[src/rtl/freq_meter_pkg.sv]
// freq_meter_pkg
//   Shared definitions for the gated frequency counter:
//   - state_t       : FSM states IDLE / GATE / DONE
//   - DEF_GATE_CYCLES, DEF_CNT_W : default parameter values
//   - gate_cnt_w()  : width of the gate-window counter for a given window
package freq_meter_pkg;

  typedef enum logic [1:0] {
    IDLE = 2'd0,
    GATE = 2'd1,
    DONE = 2'd2
  } state_t;

  localparam int DEF_GATE_CYCLES = 50_000_000;
  localparam int DEF_CNT_W       = 32;

  // The counter only has to reach GATE_CYCLES-1, so $clog2 bits suffice;
  // clamp to one bit so a degenerate window still yields a legal vector.
  function automatic int gate_cnt_w(input int cycles);
    if (cycles > 2) begin
      return $clog2(cycles);
    end else begin
      return 1;
    end
  endfunction

endpackage

[src/rtl/freq_meter_if.sv]
// freq_meter_if
//   Bundles the measurement request/result signals of freq_meter.
//   sig_in : signal under measurement (asynchronous to clk)
//   start  : one-shot measurement request
//   cont   : continuous re-arm after every result
//   busy   : gate window open
//   valid  : one-cycle pulse when freq/ovf are updated
//   freq   : edge count of the last completed window
//   ovf    : last window's count saturated
//   master : the side that requests measurements (drives sig_in/start/cont)
//   slave  : the meter itself
interface freq_meter_if
  import freq_meter_pkg::*;
#(
  parameter int CNT_W = DEF_CNT_W
) ();

  logic             sig_in;
  logic             start;
  logic             cont;
  logic             busy;
  logic             valid;
  logic [CNT_W-1:0] freq;
  logic             ovf;

  modport master (
    output sig_in, start, cont,
    input  busy, valid, freq, ovf
  );

  modport slave (
    input  sig_in, start, cont,
    output busy, valid, freq, ovf
  );

endinterface

[src/rtl/freq_meter_sync_edge.sv]
// sync_edge
//   Brings an asynchronous signal into the clk domain and produces a
//   registered one-cycle pulse for each rising edge.
//   clk    : system clock
//   rst    : asynchronous active-high reset
//   sig_in : asynchronous input
//   rise   : one-cycle pulse per detected rising edge
module sync_edge
  import freq_meter_pkg::*;
(
  input  logic clk,
  input  logic rst,
  input  logic sig_in,
  output logic rise
);

  logic sync1_r;
  logic sync2_r;
  logic hist_r;
  logic primed_r;
  logic rise_r;

  // Synchronizer chain, history flop, primed bit and registered edge pulse.
  // On the single unprimed cycle after reset the whole chain is preloaded
  // with the current input level, so a signal already high at reset release
  // looks like a steady level rather than a fresh rising edge.
  always_ff @(posedge clk or posedge rst) begin
    if (rst) begin
      sync1_r  <= 1'b0;
      sync2_r  <= 1'b0;
      hist_r   <= 1'b0;
      primed_r <= 1'b0;
      rise_r   <= 1'b0;
    end else begin
      primed_r <= 1'b1;
      sync1_r  <= sig_in;
      if (primed_r) begin
        sync2_r <= sync1_r;
        hist_r  <= sync2_r;
      end else begin
        sync2_r <= sig_in;
        hist_r  <= sig_in;
      end
      rise_r <= sync2_r & ~hist_r & primed_r;
    end
  end

  assign rise = rise_r;

endmodule

[src/rtl/freq_meter.sv]
// freq_meter
//   Gated frequency counter: counts rising edges of bus.sig_in over a window
//   of GATE_CYCLES clk cycles and reports the count.
//   Parameters : GATE_CYCLES (window length, >= 2), CNT_W (count width)
//   clk        : system clock
//   rst        : asynchronous active-high reset
//   bus        : freq_meter_if.slave (sig_in, start, cont -> busy, valid,
//                freq, ovf)
module freq_meter
  import freq_meter_pkg::*;
#(
  parameter int GATE_CYCLES = DEF_GATE_CYCLES,
  parameter int CNT_W       = DEF_CNT_W
) (
  input  logic        clk,
  input  logic        rst,
  freq_meter_if.slave bus
);

  localparam int               GW        = gate_cnt_w(GATE_CYCLES);
  localparam logic [GW-1:0]    GATE_LAST = GW'(GATE_CYCLES - 1);
  localparam logic [CNT_W-1:0] CNT_MAX   = {CNT_W{1'b1}};

  state_t           state_r;
  state_t           state_nxt_s;
  logic [GW-1:0]    gate_cnt_r;
  logic [CNT_W-1:0] edge_cnt_r;
  logic [CNT_W-1:0] edge_cnt_nxt_s;
  logic             ovf_flag_r;
  logic             ovf_flag_nxt_s;
  logic             rise_s;
  logic             busy_r;
  logic             valid_r;
  logic [CNT_W-1:0] freq_r;
  logic             ovf_r;

  sync_edge u_sync_edge (
    .clk    (clk),
    .rst    (rst),
    .sig_in (bus.sig_in),
    .rise   (rise_s)
  );

  // FSM state register.
  always_ff @(posedge clk or posedge rst) begin
    if (rst) begin
      state_r <= IDLE;
    end else begin
      state_r <= state_nxt_s;
    end
  end

  // FSM next-state logic; start/cont are only looked at in IDLE and DONE.
  always_comb begin
    state_nxt_s = state_r;
    case (state_r)
      IDLE: begin
        if (bus.start || bus.cont) begin
          state_nxt_s = GATE;
        end else begin
          state_nxt_s = IDLE;
        end
      end
      GATE: begin
        if (gate_cnt_r == GATE_LAST) begin
          state_nxt_s = DONE;
        end else begin
          state_nxt_s = GATE;
        end
      end
      DONE: begin
        if (bus.cont) begin
          state_nxt_s = GATE;
        end else begin
          state_nxt_s = IDLE;
        end
      end
      default: begin
        state_nxt_s = IDLE;
      end
    endcase
  end

  // Gate counter: counts only while staying in GATE, so it is zero on every
  // window entry and is cleared on the last cycle instead of reaching
  // GATE_CYCLES.
  always_ff @(posedge clk or posedge rst) begin
    if (rst) begin
      gate_cnt_r <= {GW{1'b0}};
    end else if ((state_r == GATE) && (state_nxt_s == GATE)) begin
      gate_cnt_r <= gate_cnt_r + GW'(1);
    end else begin
      gate_cnt_r <= {GW{1'b0}};
    end
  end

  // Saturating edge counter next value; outside GATE it is held at zero so
  // edges in DONE/IDLE are dropped and each window starts from zero.
  always_comb begin
    edge_cnt_nxt_s = edge_cnt_r;
    ovf_flag_nxt_s = ovf_flag_r;
    if (state_r == GATE) begin
      if (rise_s) begin
        if (edge_cnt_r == CNT_MAX) begin
          ovf_flag_nxt_s = 1'b1;
        end else begin
          edge_cnt_nxt_s = edge_cnt_r + CNT_W'(1);
        end
      end else begin
        edge_cnt_nxt_s = edge_cnt_r;
      end
    end else begin
      edge_cnt_nxt_s = {CNT_W{1'b0}};
      ovf_flag_nxt_s = 1'b0;
    end
  end

  // Edge counter and overflow flag registers.
  always_ff @(posedge clk or posedge rst) begin
    if (rst) begin
      edge_cnt_r <= {CNT_W{1'b0}};
      ovf_flag_r <= 1'b0;
    end else begin
      edge_cnt_r <= edge_cnt_nxt_s;
      ovf_flag_r <= ovf_flag_nxt_s;
    end
  end

  // Output registers. They are loaded from the next-state/next-count values
  // so busy, valid and the result line up with the DONE cycle itself, and
  // the edge seen on the last gate cycle is still included in the result.
  always_ff @(posedge clk or posedge rst) begin
    if (rst) begin
      busy_r  <= 1'b0;
      valid_r <= 1'b0;
      freq_r  <= {CNT_W{1'b0}};
      ovf_r   <= 1'b0;
    end else begin
      busy_r  <= (state_nxt_s == GATE);
      valid_r <= (state_nxt_s == DONE);
      if (state_nxt_s == DONE) begin
        freq_r <= edge_cnt_nxt_s;
        ovf_r  <= ovf_flag_nxt_s;
      end
    end
  end

  assign bus.busy  = busy_r;
  assign bus.valid = valid_r;
  assign bus.freq  = freq_r;
  assign bus.ovf   = ovf_r;

endmodule

[src/flat_wrapper.sv]
// flat-port wrapper written by rule: the top's interface ports become plain ports
module freq_meter_flat import freq_meter_pkg::*;
#(
  parameter int GATE_CYCLES = DEF_GATE_CYCLES,
  parameter int CNT_W       = DEF_CNT_W
)
  (clk, rst, bus_sig_in, bus_start, bus_cont, bus_busy, bus_valid, bus_freq, bus_ovf);
  freq_meter_if #(.CNT_W(CNT_W)) bus_i ();
  input  logic clk;
  input  logic rst;
  input wire logic [$bits(bus_i.sig_in)-1:0] bus_sig_in;
  input wire logic [$bits(bus_i.start)-1:0] bus_start;
  input wire logic [$bits(bus_i.cont)-1:0] bus_cont;
  output wire logic [$bits(bus_i.busy)-1:0] bus_busy;
  output wire logic [$bits(bus_i.valid)-1:0] bus_valid;
  output wire logic [$bits(bus_i.freq)-1:0] bus_freq;
  output wire logic [$bits(bus_i.ovf)-1:0] bus_ovf;
  assign bus_i.sig_in = bus_sig_in;
  assign bus_i.start = bus_start;
  assign bus_i.cont = bus_cont;
  assign bus_busy = bus_i.busy;
  assign bus_valid = bus_i.valid;
  assign bus_freq = bus_i.freq;
  assign bus_ovf = bus_i.ovf;
  freq_meter #(.GATE_CYCLES(GATE_CYCLES), .CNT_W(CNT_W)) u_core (.clk(clk), .rst(rst), .bus(bus_i));
endmodule
[config.mk]
export PLATFORM = sky130hd
export DESIGN_NAME = freq_meter_flat
export DESIGN_NICKNAME = d
export VERILOG_FILES = /design/src/rtl/freq_meter_pkg.sv /design/src/rtl/freq_meter_if.sv /design/src/rtl/freq_meter_sync_edge.sv /design/src/rtl/freq_meter.sv /design/src/flat_wrapper.sv
export SDC_FILE = /design/constraint.sdc
export NUM_CORES = 1
export LEC_CHECK = 0
export ABC_CLOCK_PERIOD_IN_PS = 3800
export CAP_MARGIN = 30
export CORE_MARGIN = 2
export CORE_UTILIZATION = 45
export CTS_CLUSTER_DIAMETER = 50
export DETAILED_ROUTE_END_ITERATION = 12
export GPL_ROUTABILITY_DRIVEN = 0
export PLACE_DENSITY = 0.74
export SLEW_MARGIN = 25
export SYNTH_ARGS = -nofsm -noshare
export SYNTH_HDL_FRONTEND = slang
export SYNTH_SLANG_ARGS = --single-unit
[constraint.sdc]
create_clock -name clk -period 3.8 [get_ports clk]
set_input_delay 0.57 -clock clk [delete_from_list [all_inputs] [get_ports clk]]
set_output_delay 0.57 -clock clk [all_outputs]
set_load 0.02 [all_outputs]
Word level (Yosys, flattened, before mapping)
Cells that the tools add are included.
Widths: inputs -> output; s select.
{"block": "totals", "regBits": 101, "inputBits": 5, "output_inout_bits": 35, "elab_cells": 40}
{"block": "classes", "n_addsub": 2, "n_eq_ne": 6, "muxes": 13, "bitwise_logic": 3, "reduce_logical": 3}
{"op": "$mux 32", "n": 3}
{"op": "$add 32x1->32 const B", "n": 1}
{"op": "$eq 32x32->1 const B", "n": 1}
{"op": "$add 26x1->26 const B", "n": 1}
{"op": "$eq 26x26->1 const B", "n": 1}
{"op": "$mux 26", "n": 1}
{"op": "$mux 1", "n": 7}
{"op": "$pmux 2 s3", "n": 1}
{"op": "$eq 2x1->1 const B", "n": 2}
{"op": "$eq 2x2->1 const B", "n": 2}
{"op": "$and 1x1->1", "n": 2}
{"op": "$logic_not 2->1", "n": 1}
{"op": "$mux 2", "n": 1}
{"op": "$logic_and 1x1->1", "n": 1}
{"op": "$logic_or 1x1->1", "n": 1}
{"op": "$not 1->1", "n": 1}

Logic depth before layout (Yosys ltp)
{"block": "depth", "depth_word": 6, "depth_mapped": 8, "mapped_depth_nobuf": 7}

Hierarchy
A second synthesis with hierarchy kept.
{"block": "hier_totals", "hier_cells": 487, "hier_area_um2": 4818.4}
{"mod": "freq_meter", "instances": 1, "cells_each": 477, "area_each_um2": 4653.2, "seq_area_each_um2": 2402.3}
{"mod": "sync_edge", "instances": 1, "cells_each": 10, "area_each_um2": 165.2, "seq_area_each_um2": 125.1}

Worst setup path after synthesis
Ideal clock, no wire load.
{"block": "synth_path", "path_kind": "register to register", "from": "register u_core.edge_cnt_r[16]", "to": "register u_core.freq_r[1] (netlist: u_core.bus.freq[1])", "setup_time_ps": 127, "arrival_time_ps": 1714, "required_ps": 3673, "path_slack_ps": 1959, "stages_incl_launch_ff": 7, "n_path_buf": 0, "synth_period_minus_slack_ps": 1841, "cell_sequence": "dfrtp_1 -> nand4_1 -> nor4_4 -> nand4_4 -> and3_4 -> a211oi_1 -> a21oi_1"}
{"block": "synth_via", "elab_chain_cells": 4}
{"item": "start, declared", "line_no": "freq_meter.sv:27", "text": "logic [CNT_W-1:0] edge_cnt_r;"}
{"item": "start signal, assigned", "line_no": "freq_meter.sv:121", "text": "edge_cnt_r <= {CNT_W{1'b0}};"}
{"item": "start signal, assigned", "line_no": "freq_meter.sv:124", "text": "edge_cnt_r <= edge_cnt_nxt_s;"}
{"item": "$eq 32x32->1", "line_no": "freq_meter.sv:104", "text": "if (edge_cnt_r == CNT_MAX) begin"}
{"item": "$mux 32", "line_no": "freq_meter.sv:104"}
{"item": "$mux 32", "line_no": "freq_meter.sv:103", "text": "if (rise_s) begin"}
{"item": "$mux 32", "line_no": "freq_meter.sv:102", "text": "if (state_r == GATE) begin"}
{"item": "end signal, assigned", "line_no": "freq_meter.sv:136", "text": "freq_r <= {CNT_W{1'b0}};"}
{"item": "end signal, assigned", "line_no": "freq_meter.sv:142", "text": "freq_r <= edge_cnt_nxt_s;"}
{"item": "end, declared", "line_no": "freq_meter.sv:34", "text": "logic [CNT_W-1:0] freq_r;"}
No other way between the ends.
A chain may end at the register's enable or synchronous reset.

Worst setup path in the final report
{"block": "layout_path", "from": "register u_core.gate_cnt_r[0]", "to": "register u_core.freq_r[20] (netlist: u_core.bus.freq[20])"}
{"block": "layout_via", "elab_chain_cells": 4}
{"item": "start, declared", "line_no": "freq_meter.sv:26", "text": "logic [GW-1:0] gate_cnt_r;"}
{"item": "start signal, assigned", "line_no": "freq_meter.sv:89", "text": "gate_cnt_r <= {GW{1'b0}};"}
{"item": "start signal, assigned", "line_no": "freq_meter.sv:91", "text": "gate_cnt_r <= gate_cnt_r + GW'(1);"}
{"item": "start signal, assigned", "line_no": "freq_meter.sv:93", "text": "gate_cnt_r <= {GW{1'b0}};"}
{"item": "$eq 26x26->1", "line_no": "freq_meter.sv:65", "text": "if (gate_cnt_r == GATE_LAST) begin"}
{"item": "$mux 2", "line_no": "freq_meter.sv:65"}
{"item": "$pmux 2 s3", "line_no": "freq_meter.sv:56", "text": "case (state_r)"}
{"item": "$eq 2x2->1", "line_no": "freq_meter.sv:141", "text": "if (state_nxt_s == DONE) begin"}
No other way between the ends.

==> results.md <==
* Cell taking the most area after synthesis: dfrtp_1
* R2R Path Start: u_core.gate_cnt_r[0]
* Most numerous cell on the critical path: nand2_1
* CP Data Required Time at 4050 ps
* Top cells by area, synth: dfrtp_1, xor2_1, nor2_1
* CP top delay family: simple AND/OR/NAND/NOR gates
* Mean post-synth cell area at between 10 and 15 sq um
* Effective utilization at floorplan at a little under half
* Slew HR at about 52%
* Comb power frac at 4.4%
* Final hold violations at 0
* GR Overflow Total at 0
* Initial DRT Pass Iterations at 4
* DRC viols at 0
* Sequential Power Share at 58.4%
* CTS Buffer Depth at 2
* Mapped Area at ~0.0045 sq mm
* Number of routed nets with antenna violations at 0
* Vias in the first global route at 3090
* Synth top area share at a little under three fifths
* Clk slew on worst S/H paths at roughly 100 ps
* Top-count cell post-synth: dfrtp_1
* CP peak stage delay at around 460 ps
* Worst R2R Path Depth at 7
* Unrepaired setup endpoints after global routing: no
* Leak at 2.35 nW
* Critical Path End Type: register
* Chip width at 104 um
* FF-to-FF setup slack at around 1400 ps
* Maxcap violations at 0
* Critical path arrival at 2690 ps
* Post-synth top cells: dfrtp_1, nor2_1, nand2_1
* Final nets at between 400 and 500
* Violation count after the first detailed-routing iteration at about 160
* IO Count at 40
* Cell depth of the worst hold path at 1
* Antenna Cells at 0
* Per-cell routed wire length at 13.7 um
* Setup_tns at 0 ps
* Crit Reg-Reg Endpoint: u_core.bus.freq[20]
* Minimum clock period at 2440 ps
* Layout Area Growth over Synthesis at 15.6%
* Slowest CP cell: nand3_2
* Core area at roughly 0.01 sq mm
* Switching power at just under 0.5 mW
* Maximum VDD drop at ~0.18 mV
* Clk sinks at a little over 100
* Number of synthesized flops with an enable pin at 0
* Synth async-reset ratio at 100%
* Initial antenna violation count at 0
* Hold_sp: u_core.u_sync_edge.hist_r
* Setup CP Type: reg -> reg
* TritonCTS clock tree: built
* First-pass GRT wire length at approximately 14 mm
* Synth warn at 0
* Root buffer cell: clkbuf_8
* H-tree lvl count at 3
* CP Launch Type: register
* Seq cells post-synth at between 100 and 150
* Skew final at 15.5 ps
* Setup bufs post-CTS at 0
* Min-Delay Endpoint: u_core.u_sync_edge.rise
* GRT Util Overall at between 10% and 20%
* Worst Hold Class: reg -> reg
* Pin count of the biggest net entering global routing at 48
* Die area at between 0.01 and 0.015 sq mm
* Setup-failing EPs final at 0
* Die Ht at around 100 um
* Sw frac at 25.0%
* Synth Flop Type: dfrtp_1
* Crit-path max FO at 42
* WL final at about 8.5 mm
* Cells after Synth at between 400 and 500
* Status: complete, no violations
* Clock Power Share at between 30% and 40%
* Number of CTS-inserted buffers at 9
* Sequential area share after synthesis at between 50% and 60%
* FP Rows at 36
* Via count at about 3200
* Post-layout util at a little over half
* Internal at ~1.4 mW
* Share of cells above drive strength 1 at 6.80%
* Highest clock rate at 0.410 GHz
* Hold_buf cts at 0
* Worst-path cell chain: ha_1, nand2_1, nor4_1, nand3_2, buf_4, nand2_1, o21ai_0
* Pwr dens at 370 mW/mm^2
* Final HPWL DP at around 5.9 mm
* Avg Vias per Cell at approximately 5.2
* Skew-Pair Late Insertion Delay at between 300 and 400 ps
* Buffers on Ports at 39
* Final Max Slew Viols at 0
* Least-Margin Pin Slew at between 700 and 800 ps
* Period utilisation layout at between 60% and 70%
* Post-synth cell types at approximately 40
* Synthesized Nets at about 450
* Crit path buf inv count at 1
* Post-cts sizing count at 0
[per-stage QoR]
stage	std cells	hold slack (ps)	power [mW]	setup WS, ps	area (sq um)
after floorplan	445	378	1.20	583	4500
after global placement	602	383	1.22	1450	4990
after detailed placement	602	392	1.23	1380	4990
after CTS	618	406	1.94	1350	5200
after global routing	618	412	2.00	1060	5200
final	618	399	1.92	1360	5200
[cells by family (layout without fill, tap and decap cells)]
group                    after synthesis  after routing  share of synthesized area [%]
AND/OR/NAND/NOR                      212            212                           23.7
flip-flops                           101            101                           56.2
AO/OA/AOI/OAI                         51             51                           6.67
XOR/XNOR                              50             50                           9.73
buffers and inverters                 27             67                           2.86
adder cells (fa/ha/maj)                2              2                          0.556
other                                  1              1                         0.0833
multiplexers                           1              1                          0.250
[worst max-delay path by stage]
stage / endpoint / depth (start not counted) / start / slack, ps
after floorplan: u_core.bus.busy / 1 / rst / 580
after global placement: u_core.bus.freq[26] / 7 / u_core.gate_cnt_r[0] / 1450
after detailed placement: u_core.bus.freq[20] / 7 / u_core.gate_cnt_r[0] / 1380
after CTS: u_core.bus.freq[20] / 7 / u_core.gate_cnt_r[8] / 1350
after global routing: u_core.bus.freq[21] / 7 / u_core.gate_cnt_r[0] / 1060
final: u_core.bus.freq[20] / 7 / u_core.gate_cnt_r[0] / 1360
[power groups by stage]
stage | combinational (mW) | sequential, mW | clock (mW)
final | 0.0846 | 1.12 | 0.716
after global routing | 0.0988 | 1.13 | 0.772
after CTS | 0.0872 | 1.12 | 0.731
after detailed placement | 0.0864 | 1.14 | 0
after global placement | 0.0818 | 1.14 | 0
after floorplan | 0.0624 | 1.14 | 0
[per-layer routing]
metal	global-route usage, %	routed length [um]
met1	21.2	3920
met2	26.3	4020
met3	4.14	332
met4	6.95	205
met5	0	0
[layout by cell type (no fill, tap or decap), drive strengths merged, types with 5 or more instances in the layout]
master | netlist | layout
dfrtp | 101 | 101
nor2 | 69 | 69
nand2 | 58 | 58
clkdlybuf4s50 | 0 | 39
o21ai | 36 | 36
xor2 | 33 | 33
nand4 | 25 | 25
nand3 | 19 | 19
xnor2 | 17 | 17
and4 | 11 | 11
inv | 8 | 11
and3 | 10 | 10
clkbuf | 10 | 9
nor3 | 7 | 7
a21oi | 5 | 5
[flip-flops by register name (all words and copies together), names as in the netlist]
register	cells
u_core.bus.busy	1
u_core.u_sync_edge.sync2_r	1
u_core.u_sync_edge.rise	1
u_core.u_sync_edge.hist_r	1
u_core.edge_cnt_r	32
u_core.state_r	2
u_core.gate_cnt_r	26
u_core.ovf_flag_r	1
u_core.bus.valid	1
u_core.bus.ovf	1
u_core.bus.freq	32
u_core.u_sync_edge.primed_r	1
u_core.u_sync_edge.sync1_r	1
[final cells by class]
type	instances	area [sq um]
multi-input cells	317	1850
fillers	861	4530
clock buffers	9	124
clock inverters	7	81.3
well taps	133	166
flip-flops and latches	101	2530
inverters	8	32.5
repair buffers	43	420
(Power assumes the default switching activity.)
